[config.mk]
export PLATFORM = sky130hd
export DESIGN_NAME = mem_access_stage
export DESIGN_NICKNAME = d
export VERILOG_FILES = /design/src/rtl/mem_access_stage.sv
export SDC_FILE = /design/constraint.sdc
export NUM_CORES = 1
export LEC_CHECK = 0
export ABC_AREA = 1
export BUFFER_PORTS_ARGS = -buffer_cell sky130_fd_sc_hd__buf_4
export CAP_MARGIN = 20
export CORE_ASPECT_RATIO = 1.25
export CORE_MARGIN = 4
export CORE_UTILIZATION = 35
export DETAILED_ROUTE_END_ITERATION = 8
export GPL_TIMING_DRIVEN = 0
export PLACE_DENSITY = 0.71
export SYNTH_ARGS = -nofsm -noshare
export SYNTH_HDL_FRONTEND = slang
export SYNTH_SLANG_ARGS = --single-unit
[constraint.sdc]
create_clock -name clk -period 2.13 [get_ports clk]
set_input_delay 0.5325 -clock clk [delete_from_list [all_inputs] [get_ports clk]]
set_output_delay 0.5325 -clock clk [all_outputs]
set_load 0.02 [all_outputs]
[src/rtl/mem_access_stage.sv]
// MEM pipeline stage: issues SRAM loads/stores and hands results to writeback in order.
// Optional MEM_STAGE_STALL_CNT_EN adds perf_stall_cnt (saturating count of stalled offers).
module mem_access_stage #(
    parameter int D_SIZE = 32,
    parameter int A_SIZE = 10,
    parameter int R_SIZE = 3
) (
    input  logic              clk,
    input  logic              rst_n,
    input  logic              ex_valid,
    output logic              ex_ready,
    input  logic              ex_load,
    input  logic              ex_store,
    input  logic [A_SIZE-1:0] ex_addr,
    input  logic [D_SIZE-1:0] ex_wdata,
    input  logic [D_SIZE-1:0] ex_result,
    input  logic [R_SIZE-1:0] ex_dst,
    input  logic              ex_we,
    output logic              mem_read,
    output logic              mem_write,
    output logic [A_SIZE-1:0] mem_address,
    output logic [D_SIZE-1:0] mem_data_in,
    input  logic [D_SIZE-1:0] mem_data_out,
    output logic              wb_valid,
    input  logic              wb_ready,
    output logic [D_SIZE-1:0] wb_data,
    output logic [R_SIZE-1:0] wb_dst,
    output logic              wb_we
`ifdef MEM_STAGE_STALL_CNT_EN
    ,
    output logic [31:0]       perf_stall_cnt
`endif
);

    typedef enum logic {S_RUN, S_LOAD} state_t;

    state_t            state;
    state_t            state_nx;
    logic              accept;
    logic              is_load;
    logic              is_store;
    logic [R_SIZE-1:0] ld_dst;

    // Store wins when both load and store are flagged, so no read is issued.
    assign is_store = ex_store;
    assign is_load  = ex_load & ~ex_store;

    // State register; reset abandons any load in flight.
    always_ff @(posedge clk or negedge rst_n) begin
        if (!rst_n) begin
            state <= S_RUN;
        end else begin
            state <= state_nx;
        end
    end

    // Handshake, SRAM strobes and next state; strobes only fire on an accept.
    always_comb begin
        state_nx    = state;
        ex_ready    = 1'b0;
        accept      = 1'b0;
        mem_read    = 1'b0;
        mem_write   = 1'b0;
        mem_address = '0;
        mem_data_in = '0;
        unique case (state)
            S_RUN: begin
                ex_ready = rst_n & (~wb_valid | wb_ready);
                accept   = ex_valid & ex_ready;
                if (accept && is_store) begin
                    mem_write   = 1'b1;
                    mem_address = ex_addr;
                    mem_data_in = ex_wdata;
                end else if (accept && is_load) begin
                    mem_read    = 1'b1;
                    mem_address = ex_addr;
                    state_nx    = S_LOAD;
                end
            end
            S_LOAD: begin
                state_nx = S_RUN;
            end
            default: begin
                state_nx = S_RUN;
            end
        endcase
    end

    // Remember the load's destination while the SRAM read is outstanding.
    always_ff @(posedge clk or negedge rst_n) begin
        if (!rst_n) begin
            ld_dst <= '0;
        end else if (accept && is_load) begin
            ld_dst <= ex_dst;
        end
    end

    // Writeback slot: filled by load capture or by an accepted ALU/store op.
    always_ff @(posedge clk or negedge rst_n) begin
        if (!rst_n) begin
            wb_valid <= 1'b0;
            wb_data  <= '0;
            wb_dst   <= '0;
            wb_we    <= 1'b0;
        end else if (state == S_LOAD) begin
            wb_valid <= 1'b1;
            wb_data  <= mem_data_out;
            wb_dst   <= ld_dst;
            wb_we    <= 1'b1;
        end else if (accept && !is_load) begin
            wb_valid <= 1'b1;
            wb_data  <= is_store ? '0 : ex_result;
            wb_dst   <= ex_dst;
            wb_we    <= is_store ? 1'b0 : ex_we;
        end else if (wb_ready) begin
            wb_valid <= 1'b0;
        end
    end

`ifdef MEM_STAGE_STALL_CNT_EN
    // Count cycles where execute offers an op that cannot be taken.
    always_ff @(posedge clk or negedge rst_n) begin
        if (!rst_n) begin
            perf_stall_cnt <= '0;
        end else if (ex_valid && !ex_ready && perf_stall_cnt != 32'hFFFF_FFFF) begin
            perf_stall_cnt <= perf_stall_cnt + 32'd1;
        end
    end
`endif

endmodule

### Yosys cells after proc, flatten, opt, wreduce, memory -nomap -nowiden

Cells that the tools add are included.

* flip-flop bits (word level): 41
* logic and storage cells: 44

* mux-type cells: 24
* bitwise logic cells: 7
* reductions and logical operators: 7

Operators by type and width (number)
* $mux 32: 5
* $mux 10: 3
* $mux 1: 13
* $mux 3: 2
* $logic_and 1x1->1: 4
* $and 1x1->1: 3
* $not 1->1: 3
* $reduce_bool 3->1: 1
* $pmux 1 s2: 1
* $reduce_bool 2->1: 1
* $logic_not 1->1: 1
* $or 1x1->1: 1

### Depth between registers and ports, before layout

* word-level depth: 8
* depth in mapped cells: 9
* gate-level depth less buffers: 8

### Worst setup path before layout

OpenSTA, ideal clock, no wires.

* kind: input-to-output
* start point: input wb_ready
* end point: output mem_address[8]
* arrival: 1499 ps
* required time: 1597 ps
* slack: 98 ps
* stages: 6
* cell sequence: inv_1 > nand2_2 > nand2_1 > nor2_1 > nand3_1 > nor2_1

* longest elaborated chain between the ends: 7
* elaborated cells on any way between the ends: 8
* classes of those cells: mux (3); bitwise (3); reduce/logical (2)

Ends and longest elaborated chain
* start: declaration: line 25 `input logic wb_ready,`
* $or 1x1->1 (*): line 68 `ex_ready = rst_n & (~wb_valid | wb_ready);`
* $and 1x1->1 (*): line 68
* $and 1x1->1 (*): line 69 `accept = ex_valid & ex_ready;`
* $logic_and 1x1->1: line 74 `end else if (accept && is_load) begin`
* $mux 10: line 74
* $mux 10 (*): line 70 `if (accept && is_store) begin`
* $mux 10 (*): line 66 `unique case (state)`
* end: declaration: line 21 `output logic [A_SIZE-1:0] mem_address,`

Mark *: on every way between the ends. The rest lies on a longest branch, timed or not.

### Worst setup path after layout

* start point: register state
* end point: output mem_data_in[4]

* longest elaborated chain between the ends: 1

Ends and longest elaborated chain
* start: declaration: line 37 `state_t state;`
* start signal: assignment: line 53 `state <= state_nx;`
* $mux 32: line 66
* end: declaration: line 22 `output logic [D_SIZE-1:0] mem_data_in,`

No other way between the ends.

==> flow_summary.ini <==
[clock_tree]
tritoncts.num_buffers = 5
cts.sinks = 41
cts.reportedPaths.clkPinSlew_ns = 0.08
cts_htree_levels = 2
cts_hold_buffers = 0
cts-root-to-sink-buffers = 2
clock-root-buffer = sky130_fd_sc_hd__clkbuf_8
insertion_delay_ns = 0.30
tritoncts_clock_tree = done

[detailed_routing]
detailedRoute.firstPassIterationCount = 4
via_density_per_instance = 4.68
detail_route.iter0.violations = 118
drt_drc_violations_left = 0
drtAntennaViolNets = 0
route.detailed.wl_per_inst_um = 14.2
postRouteWirelength_mm = 9.93
dr_total_vias = 3259

[timing]
grt_setup_unrepaired = true
slew_violations = 0
report.final.hold_viol_count = 0
max_freq_ghz = 0.479
timing.final.setup_violations = 0
timing.clock.skew_ns = 0.0109
layout_min_cycle_time_ns = 2.09
fin_setup_tns_ns = 0
final.period_utilization_pct = 97.9
max_slew_margin_pct = 69.9
layout_setup_ws_ns = 0.0444
worst-slew-pin-transition_ns = 0.451

[placement]
pre_cts_ws_ns = -0.352
place_inst = 685
dpl-instance-area_um2 = 4270
buffer_ports.inserted = 197
routabilityCongestion = 0.825
dp.final_hpwl_mm = 7.93

[global_route]
grt_antenna_before_repair = 0
grt.total_usage_pct = 20.8
grt_max_degree = 45
grt_pass1_wl_mm = 14.8
first_global_vias = 3102
grt_remaining_overflow = 0

[logic_synthesis]
synth_seq_area_share_pct = 38.4
dominantRegCellSynth = sky130_fd_sc_hd__dfrtp_1
synthesis.area_per_instance_um2 = 6.75
asyncSetResetFlopFracSynth_pct = 100
yosys.cell_types.count = 21
synth.yosys.warnings = 0
synth_enable_flop_cells = 0
syn_area_um2 = 2670
syn_nets = 512
ys_seq_elements = 41
netlist_instances = 396

[worst_setup_path]
largest_fanout_on_the_critical_path = 10
critical_path_source_type = register
timing.critical_path.to_type = primary output
worst_ep_required_time_ns = 1.60
worstSetupPathType = reg2out
critical_path_arrival_ns = 1.55

[power]
max_rail_drop_vdd_mv = 0.369
power_density_nw_per_um2 = 570
leak_pwr_uw = 0.00271

[final_layout]
area.sequential_um2 = 1030
area_delta_synth_final_pct = 71.8
finalInstanceArea_um2 = 4590
fillCellCount = 670
layout_commonest_cell = sky130_fd_sc_hd__buf_4
final_cell_mix = 189 x sky130_fd_sc_hd__buf_4, 155 x sky130_fd_sc_hd__nand2_1, 61 x sky130_fd_sc_hd__nand3_1
num-nets-final = 720
drive_gt1_share_pct = 45.1
multi_input_comb_area_um2 = 1390
finish.cell_count_without_fillers = 697
ant_diodes = 0

[run]
cap_viol_max_count = 0

[die]
initial_core_util_pct = 36.1
rows = 35
floorplan.die.width_um = 86.2
die-height_um = 106
number_of_top_level_pins = 198
dieArea_um2 = 9110
core_um2 = 7400

[run_status]
outcome = complete, no violations

[min_path]
hold_path.class = in2async
==> critical path: stages, from the launching register on <==
cell                      delay, ns
sky130_fd_sc_hd__dfrtp_1       0.38
sky130_fd_sc_hd__buf_6         0.13
sky130_fd_sc_hd__inv_8         0.05
sky130_fd_sc_hd__nand4_4       0.10
sky130_fd_sc_hd__nor2_4        0.14
sky130_fd_sc_hd__inv_4         0.06
sky130_fd_sc_hd__buf_12        0.16
sky130_fd_sc_hd__nor2_4        0.11
sky130_fd_sc_hd__buf_6         0.13
==> routing by layer <==
layer,part of all wire (%),GRT usage [%],vias to the layer above,routed length (um)
met2,50,37.8,171,4930
met1,34,20.5,1441,3360
met5,0,0,-,0
li1,-,-,1623,-
met4,3.8,9.05,0,376
met3,13,8.21,24,1270
==> what timing repair did <==
item                       4_1_cts  5_1_grt
resized for setup               25       29
pin swaps                        2        1
gates cloned                     0        0
setup endpoints to repair       43       34
setup buffers                    5        0
==> per-stage QoR <==
stage / utilization (%) / power [uW] / hold WS [ns]
3_5_place_dp: 57.7 / 2010 / 0.485
3_3_place_gp: 57.7 / 1990 / 0.466
4_1_cts: 60.8 / 2620 / 0.0775
5_1_grt: 62.0 / 2770 / 0.0758
2_1_floorplan: - / 1490 / 0.237
6_report: 62.0 / 2620 / 0.0771
==> worst paths after layout <==
| check | from | end | slack (ns) | cells after the start |
|---|---|---|---|---|
| max in group asynchronous | rst_n | state | 1.83 | 1 |
| worst max-delay path | state | mem_data_in[4] | 0.04 | 8 |
| worst max register to register | state | wb_we | 0.73 | 7 |
| worst min register to register | wb_we | wb_we | 0.51 | 2 |
| worst min-delay path | rst_n | wb_data[21] | 0.08 | 1 |
| min in group clk | ex_dst[2] | ld_dst[2] | 0.47 | 3 |
==> layout make-up <==
class                   count  share of cell area [%]
repair buffers            202                    34.4
multi-input cells         286                    30.3
flip-flops and latches     41                    22.3
plain buffers              26                    4.44
inverters                  42                    3.65
well taps                  92                    2.51
clock buffers               7                    2.10
clock inverters             1                   0.191
==> state kept, by name, indices dropped and copies added (netlist names) <==
name,flops
ld_dst,3
state,1
wb_data,32
wb_dst,3
wb_valid,1
wb_we,1
==> synth_stat cells (3+ instances only) <==
cell                       count  area, um^2
sky130_fd_sc_hd__buf_1         3        11.3
sky130_fd_sc_hd__dfrtp_1      41        1030
sky130_fd_sc_hd__inv_1        39         146
sky130_fd_sc_hd__nand2_1     155         582
sky130_fd_sc_hd__clkbuf_1      5        18.8
sky130_fd_sc_hd__o21ai_0       3        15.0
sky130_fd_sc_hd__nand3_1      61         305
sky130_fd_sc_hd__buf_2         6        30.0
sky130_fd_sc_hd__nor2_1       45         169
sky130_fd_sc_hd__o21bai_1      3        22.5
sky130_fd_sc_hd__buf_6        11         124
sky130_fd_sc_hd__nand3_2      12         120
==> kinds of logic (layout without fill, tap and decap cells) <==
group                  Yosys count  in the layout  synth area share (%)
and+or+nand+nor                279            279                  46.3
buffers and inverters           69            278                  13.4
DFF                             41             41                  38.4
AOI/OAI and AO/OA                7              7                  1.83
==> report_power, final <==
part	switching [uW]	total [uW]	internal, uW
Clock	295	595	300
Combinational	538	1020	487
Sequential	85.2	1000	915
No activity file was read; power rests on OpenSTA's default activity.
